File: config.mk
export PLATFORM = sky130hd
export DESIGN_NAME = dma_region_monitor
export DESIGN_NICKNAME = d
export VERILOG_FILES = /design/src/rtl/dma_region_monitor.sv
export SDC_FILE = /design/constraint.sdc
export NUM_CORES = 1
export LEC_CHECK = 0
export ABC_AREA = 1
export BUFFER_PORTS_ARGS = -buffer_cell sky130_fd_sc_hd__buf_4
export CORE_MARGIN = 2
export CORE_UTILIZATION = 53
export CTS_CLUSTER_DIAMETER = 40
export CTS_CLUSTER_SIZE = 10
export DETAILED_ROUTE_END_ITERATION = 10
export PLACE_DENSITY_LB_ADDON = 0.08
export SYNTH_ARGS = -nofsm -noshare
export SYNTH_HDL_FRONTEND = slang
export SYNTH_SLANG_ARGS = --single-unit
File: constraint.sdc
create_clock -name clk -period 2.7 [get_ports clk]
set_clock_uncertainty 0.15 [all_clocks]
set_input_delay 0 -clock clk [delete_from_list [all_inputs] [get_ports clk]]
set_output_delay 0 -clock clk [all_outputs]
set_load 0.02 [all_outputs]
File: src/rtl/dma_region_monitor.sv
// dma_region_monitor
//   Watches DMA accesses against a set of protected address regions. A
//   forbidden access (read or write without permission) requests a CPU kill
//   through 'reset', held for at least HOLD_CYCLES cycles, then released once
//   the CPU program counter sits at RESET_HANDLER. The first violation is
//   logged (region, address) and every violating cycle is counted.
//
// Ports
//   clk          system clock, rising edge
//   puc_rst      synchronous active-high reset
//   pc           CPU program counter
//   dma_addr     DMA byte address
//   dma_en       DMA access valid
//   dma_we       DMA byte write enables (0 = read)
//   clr_log      clears the violation log and counter
//   reset        registered kill request
//   viol         sticky "violation logged" flag
//   viol_region  region index of the first logged violation
//   viol_addr    address of the first logged violation
//   viol_cnt     saturating count of violating cycles
//
// state | meaning
// RUN   | normal operation, reset low
// KILL  | reset held while the hold counter runs down
// WAIT  | hold expired, waiting for pc to reach RESET_HANDLER

module dma_region_monitor #(
  parameter int                    NREG          = 2,
  parameter logic [16*NREG-1:0]    REG_BASE      = {16'h0090, 16'h0A00},
  parameter logic [16*NREG-1:0]    REG_SIZE      = {16'h0010, 16'h0100},
  parameter logic [NREG-1:0]       REG_RD_OK     = 2'b10,
  parameter logic [NREG-1:0]       REG_WR_OK     = 2'b00,
  parameter logic [15:0]           RESET_HANDLER = 16'h0000,
  parameter int                    HOLD_CYCLES   = 4
) (
  input  logic        clk,
  input  logic        puc_rst,
  input  logic [15:0] pc,
  input  logic [15:0] dma_addr,
  input  logic        dma_en,
  input  logic [1:0]  dma_we,
  input  logic        clr_log,
  output logic        reset,
  output logic        viol,
  output logic [2:0]  viol_region,
  output logic [15:0] viol_addr,
  output logic [7:0]  viol_cnt
);

  typedef enum logic [1:0] {S_RUN, S_KILL, S_WAIT} state_t;

  localparam logic [7:0] HOLD_LOAD = 8'(HOLD_CYCLES - 1);

  state_t      state;
  state_t      state_nxt;
  logic [7:0]  hold_cnt;
  logic [7:0]  hold_nxt;
  logic        reset_d;

  logic              is_wr;
  logic [NREG-1:0]   forbid;
  logic              viol_now;
  logic [2:0]        viol_idx;

  assign is_wr = (dma_we != 2'b00);

  // Bounds are compared in 17 bits so base+size never wraps; size 0 gives
  // an empty range and the region can never match.
  for (genvar g = 0; g < NREG; g++) begin : g_region
    localparam logic [16:0] LO = {1'b0, REG_BASE[16*g +: 16]};
    localparam logic [16:0] HI = LO + {1'b0, REG_SIZE[16*g +: 16]};
    assign forbid[g] = dma_en &&
                       ({1'b0, dma_addr} >= LO) &&
                       ({1'b0, dma_addr} <  HI) &&
                       (is_wr ? !REG_WR_OK[g] : !REG_RD_OK[g]);
  end

  assign viol_now = |forbid;

  // Scan downward so the lowest forbidding region wins.
  always_comb begin
    viol_idx = 3'd0;
    for (int i = NREG - 1; i >= 0; i--) begin
      if (forbid[i]) viol_idx = i[2:0];
    end
  end

  // State register
  always_ff @(posedge clk) begin
    if (puc_rst) begin
      state    <= S_KILL;
      hold_cnt <= HOLD_LOAD;
      reset    <= 1'b1;
    end else begin
      state    <= state_nxt;
      hold_cnt <= hold_nxt;
      reset    <= reset_d;
    end
  end

  // Next-state logic
  always_comb begin
    state_nxt = state;
    case (state)
      S_RUN:   if (viol_now) state_nxt = S_KILL;
      S_KILL:  if (!viol_now && hold_cnt == 8'd0) state_nxt = S_WAIT;
      S_WAIT: begin
        if (viol_now)                 state_nxt = S_KILL;
        else if (pc == RESET_HANDLER) state_nxt = S_RUN;
      end
      default: state_nxt = S_KILL;
    endcase
  end

  // Output / datapath logic; reset is registered from the next state so it
  // rises exactly one cycle after the violating access.
  always_comb begin
    hold_nxt = hold_cnt;
    if (viol_now)
      hold_nxt = HOLD_LOAD;
    else if (state == S_KILL && hold_cnt != 8'd0)
      hold_nxt = hold_cnt - 8'd1;
    reset_d = (state_nxt != S_RUN);
  end

  // Violation log: a same-cycle violation overrides clr_log.
  always_ff @(posedge clk) begin
    if (puc_rst) begin
      viol        <= 1'b0;
      viol_region <= 3'd0;
      viol_addr   <= 16'h0000;
    end else if (viol_now && (!viol || clr_log)) begin
      viol        <= 1'b1;
      viol_region <= viol_idx;
      viol_addr   <= dma_addr;
    end else if (clr_log) begin
      viol        <= 1'b0;
      viol_region <= 3'd0;
      viol_addr   <= 16'h0000;
    end
  end

  always_ff @(posedge clk) begin
    if (puc_rst)
      viol_cnt <= 8'd0;
    else if (clr_log)
      viol_cnt <= viol_now ? 8'd1 : 8'd0;
    else if (viol_now && viol_cnt != 8'hFF)
      viol_cnt <= viol_cnt + 8'd1;
  end

endmodule
* Word level (Yosys, flattened, before mapping)
Cells that the tools add are included.
W data, S select, Z words.
** Operators by class
- $add $sub $neg :: 2
- Equal/unequal tests :: 3
- Multiplexer cells :: 17
- $lt $le $gt $ge :: 4
- Reduce and logical (&&, ||, !) cells :: 22
** Operators with widths (number)
- $mux W16 :: 2
- $ge A16 B12 Y1 const B :: 1
- $ge A16 B8 Y1 const B :: 1
- $logic_not A16 Y1 :: 1
- $lt A16 B12 Y1 const B :: 1
- $lt A16 B8 Y1 const B :: 1
- $mux W8 :: 2
- $logic_and A1 B1 Y1 :: 9
- $add A8 B1 Y8 const B :: 1
- $logic_not A8 Y1 :: 1
- $mux W2 :: 4
- $ne A8 B8 Y1 const B :: 1
- $reduce_bool A2 Y1 :: 4
- $reduce_bool A8 Y1 :: 1
- $sub A8 B1 Y8 const B :: 1
- $mux W1 :: 6
- $mux W3 :: 2
- $pmux W2 S3 :: 1
- $reduce_or A3 Y1 :: 1
- $eq A2 B1 Y1 const B :: 1
- $eq A2 B2 Y1 const B :: 1
- $logic_not A1 Y1 :: 2
- $logic_not A2 Y1 :: 1
- $reduce_or A2 Y1 :: 1
- $logic_or A1 B1 Y1 :: 1
** Word-level totals
- Register bits :: 39
- Output and inout bits :: 29
- Input port bits :: 38
- Logic and storage cells :: 55

* Depth between registers and ports, before layout
Gate-level depths: netlist (run 1).
- Depth after elaboration :: 10
- Gate-level depth with buffers :: 10
- Gate-level depth less buffers :: 10

* Worst setup path after synthesis (run 1)
Ideal clock, no wire load.
- Path kind :: flip-flop to flip-flop
- From :: reg viol_cnt[0]
- To :: reg viol_cnt[0]
- Data required time :: 2418 ps
- Path buffers :: 0
- Stages on the path, launching flop included :: 9
- Arrival time :: 1236 ps
- Period minus slack after synthesis :: 1518 ps
- Setup time :: 132 ps
- Slack :: 1182 ps
- Cells stage by stage :: dfxtp_1 ha_1 nand2_1 inv_1 nand3_2 nand2_4 nand2_4 nand2_1 a21oi_1
** On the way
- Cells in the longest elaborated chain, start to end :: 3
** RTL lines
- start, declared :: RTL line 47 : output logic [7:0] viol_cnt
- start signal, assigned :: RTL line 147 : viol_cnt <= viol_now ? 8'd1 : 8'd0;
- start signal, assigned :: RTL line 149 : viol_cnt <= viol_cnt + 8'd1;
- $add A8 B1 Y8 / $ne A8 B8 Y1 (equally long branches) :: RTL line 149, 148
- $mux W8 / $logic_and A1 B1 Y1 (equally long branches) :: RTL line 148 : else if (viol_now && viol_cnt != 8'hFF)
- $mux W8 / $reduce_bool A2 Y1 (equally long branches)
Several ways; a longest one is shown, not always the timed one. The select of a mux whose other input is x is not followed.
A chain may end at the register's enable or synchronous reset.

* Worst setup path in the final report (run 1)
- From :: in dma_addr[14]
- To :: reg viol_addr[4]
** On the way
- Cells in the longest elaborated chain, start to end :: 7
** RTL lines
- start, declared :: RTL line 39 : input logic [15:0] dma_addr,
- $ge A16 B8 Y1 :: RTL line 73 : ({1'b0, dma_addr} >= LO) &&
- $logic_and A1 B1 Y1 :: RTL line 72 : assign forbid[g] = dma_en &&
- $logic_and A1 B1 Y1 :: RTL line 73
- $logic_and A1 B1 Y1 :: RTL line 74 : ({1'b0, dma_addr} < HI) &&
- $reduce_or A2 Y1 * :: RTL line 78 : assign viol_now = |forbid;
- $logic_and A1 B1 Y1 * :: RTL line 132 : end else if (viol_now && (!viol || clr_log)) begin
- $mux W16 / $reduce_bool A2 Y1 (equally long branches)
- end signal, assigned :: RTL line 135 : viol_addr <= dma_addr;
- end, declared :: RTL line 46 : output logic [15:0] viol_addr,
Mark *: on every way between the ends. The rest lies on a longest branch, timed or not.

==> results of run 1 <==
[Yosys cell counts (all sizes together)]
master	n	share of area
inv	29	0.059
clkbuf	2	0.0041
o211ai	1	0.0041
ha	2	0.014
o21ai	9	0.024
o21a	1	0.0041
conb	1	0.0020
nand2	49	0.12
nand3	31	0.10
a31o	1	0.0047
buf	6	0.030
nand4	4	0.014
xor2	2	0.0095
dfxtp	37	0.40
xnor2	1	0.0047
and3	1	0.0034
or2	2	0.0068
nor3b	6	0.024
nor2	36	0.094
a21oi	23	0.062
nand3b	1	0.011
[stage by stage]
step / hold slack (ns) / worst slack [ns] / power [mW] / util
after floorplan: -0.03391 / 1.182 / 0.8229 / -
after global routing: 0.05337 / 0.01848 / 1.501 / 0.8241
after detailed placement: 0.1297 / 0.7704 / 0.9111 / 0.6985
after global placement: 0.1271 / 0.8536 / 0.9021 / 0.6985
final: 0.03374 / 0.1202 / 1.424 / 0.8241
after CTS: 0.01888 / 0.04072 / 1.422 / 0.8264
[area by class of cell]
type / count / area [sq um] / area share
sequential: 37 / 740.7 / 0.2693
clock inverter: 3 / 68.82 / 0.02502
clock buffer: 5 / 37.54 / 0.01365
tap: 46 / 57.56 / 0.02093
inverter: 29 / 108.9 / 0.03958
multi-input combinational: 172 / 945.9 / 0.3439
timing repair buffer: 95 / 790.8 / 0.2875
[critical path, stage by stage]
cell	delay [ns]
dlygate4sd3_1	0.54
buf_4	0.14
nor2_4	0.09
dlygate4sd3_1	0.61
nand3b_4	0.12
nand2_8	0.18
nand2_2	0.20
nand3_1	0.12
a21oi_1	0.08
dlygate4sd3_1	0.58
[path summary, 6_finish.rpt]
check	from	endpoint	cells past startpoint	slack, ns
max	dma_addr[14]	viol_addr[4]	10	0.12
min	dma_addr[8]	viol	7	0.03
max reg2reg	viol	viol_addr[4]	5	0.76
min reg2reg	viol_addr[13]	viol_addr[13]	1	0.33
[cells by family after synthesis]
family | count (synthesis) | share of synthesized area
and+or+nand+nor | 130 | 0.3784
DFF | 37 | 0.4000
buffers and inverters | 37 | 0.09256
adders and majority gates | 2 | 0.01351
other | 1 | 0.002025
AOI/OAI and AO/OA | 35 | 0.09933
xor gates and xnor gates | 3 | 0.01419
[flip-flops by register name, indices dropped and copies added, names as in the netlist]
| signal | flops |
|---|---|
| viol_addr | 16 |
| hold_cnt | 8 |
| viol_cnt | 8 |
| state | 2 |
| reset | 1 |
| viol | 1 |
| viol_region | 1 |
[routing by layer]
layer / vias up / global-route usage / routed length (microns)
met5: - / 0 / 0
met4: 0 / 0.09444 / 74
met3: 9 / 0.06786 / 267
met2: 62 / 0.4601 / 2585
met1: 929 / 0.3206 / 2094
li1: 988 / - / -
[cell usage in the layout (no fill, tap or decap)]
cell / n
buf_4: 64
nand2_1: 42
dfxtp_1: 37
nor2_1: 32
dlygate4sd3_1: 31
inv_1: 29
nand3_1: 24
a21oi_1: 23
o21ai_0: 8
nand3_2: 7
nor3b_1: 6
clkbuf_4: 5
nand4_1: 4
nor2_4: 3
nand2_2: 3
nand2_4: 3
xor2_1: 2
ha_1: 2
conb_1: 2
bufinv_16: 2
nand3b_4: 1
nand2_8: 1
o21a_1: 1
xnor2_1: 1
nor2_8: 1
o211ai_1: 1
and3_1: 1
or2_1: 1
a31o_2: 1
o21ai_1: 1
or2_2: 1
inv_6: 1
[power breakdown]
| part | total, mW | switching (mW) | internal [mW] | leakage, nW |
|---|---|---|---|---|
| Combinational | 0.310 | 0.172 | 0.137 | 0.900 |
| Sequential | 0.616 | 0.0291 | 0.587 | 0.299 |
| Clock | 0.498 | 0.207 | 0.291 | 0.0558 |
[what timing repair did]
action	in CTS	in global routing
endpoints found under the setup margin	0	10
hold buffers	32	0
gates resized for setup	0	1
endpoints found under the hold margin	34	0
==> impl_metrics.toml, run 1 <==
[placement]
portBuffers = 64
dp_cells = 348
place_congestion = 0.8289
placed_area_sq_mm = 0.002331
place_hpwl_microns = 2947

[die]
start_util = 0.5549
io_pins = 67
die_w_microns = 63.11
dieArea_sq_mm = 0.003983
die_y_microns = 63.11
fp-row-count = 21
core_area_sq_mm = 0.003337

[timing]
tns_ns = 0
setup_violations = 0
period_share = 0.9555
tightest_slew_ns = 0.5051
fmax_mhz = 387.6
hold_viol_final = 0
maxSlewHeadroom = 0.6629
finalCriticalPeriod_ns = 2.580
slew_violations = 0
rsz0062_at_grt = "no"

[drt]
wl_per_cell_microns = 12.97
post-route-drc-count = 0
ant_nets = 0
dr_total_vias = 1988
first_pass_iters = 4
drtIter0Drc = 114
drt-vias-per-instance = 5.137
wirelength_microns = 5021

[yosys]
synth.avg_cell_area_sq_um = 7.558
synth_cells = 245
yosysSeqAreaShare = 0.4000
syn_area_sq_mm = 0.001852
synth_warnings = 0
synth_seq_cells = 37
ys_types = 33

[cts]
tritoncts = "done"
clock_sinks = 37
clk_path_buf_depth = 2
postCtsSetupBuffers = 0
clk_pin_slew_worst_paths_ns = 0.11
cts_max_level = 2
clock-root-buffer = "clkbuf_4"
numCtsBuffers = 5
clk_latency_ns = 0.36

[global_routing]
grt_antenna_before_repair = 0
grt_pass1_wl_microns = 8473
overflow = 0
grt_max_degree = 22
grt_pass1_vias = 1895
grt_use_total = 0.2670

[layout]
fin_nets = 380
drive_gt1_frac = 0.2727
stdcell_count = 387
fillCellCount = 204
antenna_cells = 0
area_delta_synth_final_pct = 48.51
finalInstanceArea_sq_mm = 0.002750

[pwr]
p_per_area_mw_per_mm2 = 517.7
ir_drop_mv = 0.2763
leakagePower_nw = 1.255

[worst_setup_path]
cp_max_fo = 17
cp.required_ns = 2.79
arrival_ns = 2.67
critPathKind = "in2reg"
critical_path.startpoint_type = "input pin"
end_kind = "flop"

[run]
maxCapViolations = 0

[run_status]
status = "finished clean"

[min_path]
hold_class = "in2reg"
Power figures use the tool's default switching activity.
==> run 2, diff against run 1 <==
--- a/config.mk
+++ b/config.mk
@@ -13,6 +13,7 @@
 export CTS_CLUSTER_SIZE = 10
 export DETAILED_ROUTE_END_ITERATION = 10
 export PLACE_DENSITY_LB_ADDON = 0.08
+export SETUP_SLACK_MARGIN = 0.15
 export SYNTH_ARGS = -nofsm -noshare
 export SYNTH_HDL_FRONTEND = slang
 export SYNTH_SLANG_ARGS = --single-unit
==> impl_metrics.toml, run 2 (same netlist as run 1, synthesis figures left out) <==
[die]
start_util = 0.5549
core_area_sq_mm = 0.003337
die_w_microns = 63.11
dieArea_sq_mm = 0.003983
die_y_microns = 63.11
io_pins = 67
fp-row-count = 21

[cts]
clock-root-buffer = "clkbuf_4"
clock_sinks = 37
cts_max_level = 2
clk_latency_ns = 0.36
clk_path_buf_depth = 2
clk_pin_slew_worst_paths_ns = 0.13
tritoncts = "done"
numCtsBuffers = 5

[layout]
antenna_cells = 0
layout_common_cells = "buf_4 (68), nand2_1 (42), dfxtp_1 (37)"
largest-register = "viol_addr"
final_common_cell = "buf_4"
stdcell_count = 392
largest_register_ffs = 16
fin_nets = 385
final_util = 0.8406
top_regs = "viol_addr (16), hold_cnt (8), viol_cnt (8)"
drive_gt1_frac = 0.2832
finalInstanceArea_sq_mm = 0.002805
area_delta_synth_final_pct = 51.49

[drt]
drtIter0Drc = 104
dr_total_vias = 2031
post-route-drc-count = 0
wirelength_microns = 5482
ant_nets = 0
drt-vias-per-instance = 5.181
wl_per_cell_microns = 13.98
first_pass_iters = 4

[global_routing]
grt_pass1_wl_microns = 8728
overflow = 0
grt_max_degree = 22
grt_pass1_vias = 1935
grt_antenna_before_repair = 0
grt_use_total = 0.2778

[pwr]
power.internal_mw = 1.016
p_sw_frac = 0.2912
p_per_area_mw_per_mm2 = 511.0
p_sw_mw = 0.4173
pwr-share-comb = 0.218
leakagePower_nw = 1.286
ir_drop_mv = 0.2890
clockPowerShare = 0.352
p_seq_frac = 0.430

[worst_setup_path]
critPathKind = "in2reg"
rr_endpoint = "viol_addr[0]"
reg2reg_depth = 5
r2r_start = "viol"
cp.required_ns = 2.85
cp_max_fo = 5
arrival_ns = 2.61
critical_path.startpoint_type = "input pin"
cp-startpoint = "dma_addr[14]"
r2r_slack_ns = 0.75
end_kind = "flop"
worstSetupEndpoint = "viol_addr[0]"

[timing]
tns_ns = 0
finalCriticalPeriod_ns = 2.461
maxSlewHeadroom = 0.6290
slew_violations = 0
period_share = 0.9114
tightest_slew_ns = 0.5559
fmax_mhz = 406.4
setup_violations = 0
hold_viol_final = 0
rsz0062_at_grt = "no"

[run_status]
status = "finished clean"

[run]
maxCapViolations = 0

[placement]
placed_area_sq_mm = 0.002331
dp_cells = 348
place_hpwl_microns = 2947
place_congestion = 0.8289
portBuffers = 64

[min_path]
hold_class = "in2reg"
min_from = "dma_addr[15]"
==> run 2: changes by cell type in the layout (fill, tap and decap cells not counted), sizes merged <==
cell / delta
buf: +5
==> run 2: final cells by class <==
type,instances,area [sq um]
multi-input cells,172,950.9
repair buffers,100,840.8
flip-flops and latches,37,740.7
fillers,191,531.8
inverters,29,108.9
clock inverters,3,68.82
well taps,46,57.56
clock buffers,5,37.54
==> run 2: repair_timing <==
| item | 4_1_cts | 5_1_grt |
|---|---|---|
| buffers inserted | 0 | 5 |
| endpoints found under the hold margin | 34 | 0 |
| gates resized for setup | 0 | 2 |
| hold buffers | 31 | 0 |
| endpoints found under the setup margin | 0 | 9 |
==> run 2: worst max-delay path, stage by stage <==
cell and delay (ns):
dlygate4sd3_1 0.54, buf_4 0.14, nor2_4 0.09, dlygate4sd3_1 0.63, nand3b_4 0.13, nand2_8 0.11
buf_4 0.13, nand3_2 0.06, a21oi_1 0.19, dlygate4sd3_1 0.58
==> run 2: worst min-delay path by stage <==
| stage | cells past startpoint | slack [ns] | endpoint |
|---|---|---|---|
| 6_report | 7 | 0.06 | viol |
| 5_1_grt | 7 | 0.09 | viol |
| 4_1_cts | 7 | 0.02 | viol |
| 3_5_place_dp | 3 | 0.13 | viol_addr[2] |
| 3_3_place_gp | 3 | 0.13 | viol_addr[0] |
| 2_1_floorplan | 2 | -0.03 | state[0] |
==> run 2: through the flow <==
stage | setup WS [ns] | power (mW) | hold slack, ns
5_1_grt | 0.1188 | 1.511 | 0.08818
3_5_place_dp | 0.7704 | 0.9111 | 0.1297
6_report | 0.2392 | 1.433 | 0.06071
3_3_place_gp | 0.8536 | 0.9021 | 0.1271
4_1_cts | 0.2008 | 1.421 | 0.01888
2_1_floorplan | 1.182 | 0.8229 | -0.03391
==> run 2: per-layer routing <==
metal	vias up	track usage	wire length (microns)
met5	-	0	0
met4	0	0.1111	124
met3	17	0.07143	373
met2	84	0.4854	2824
met1	938	0.3224	2160
li1	992	-	-
==> run 2: power groups by stage <==
stage               logic [mW]  clock network, mW  registers, mW
floorplan                0.199                  0          0.624
global placement         0.274                  0          0.628
detailed placement       0.282                  0          0.630
CTS                      0.305              0.500          0.617
global route             0.355              0.534          0.622
finish                   0.312              0.505          0.616
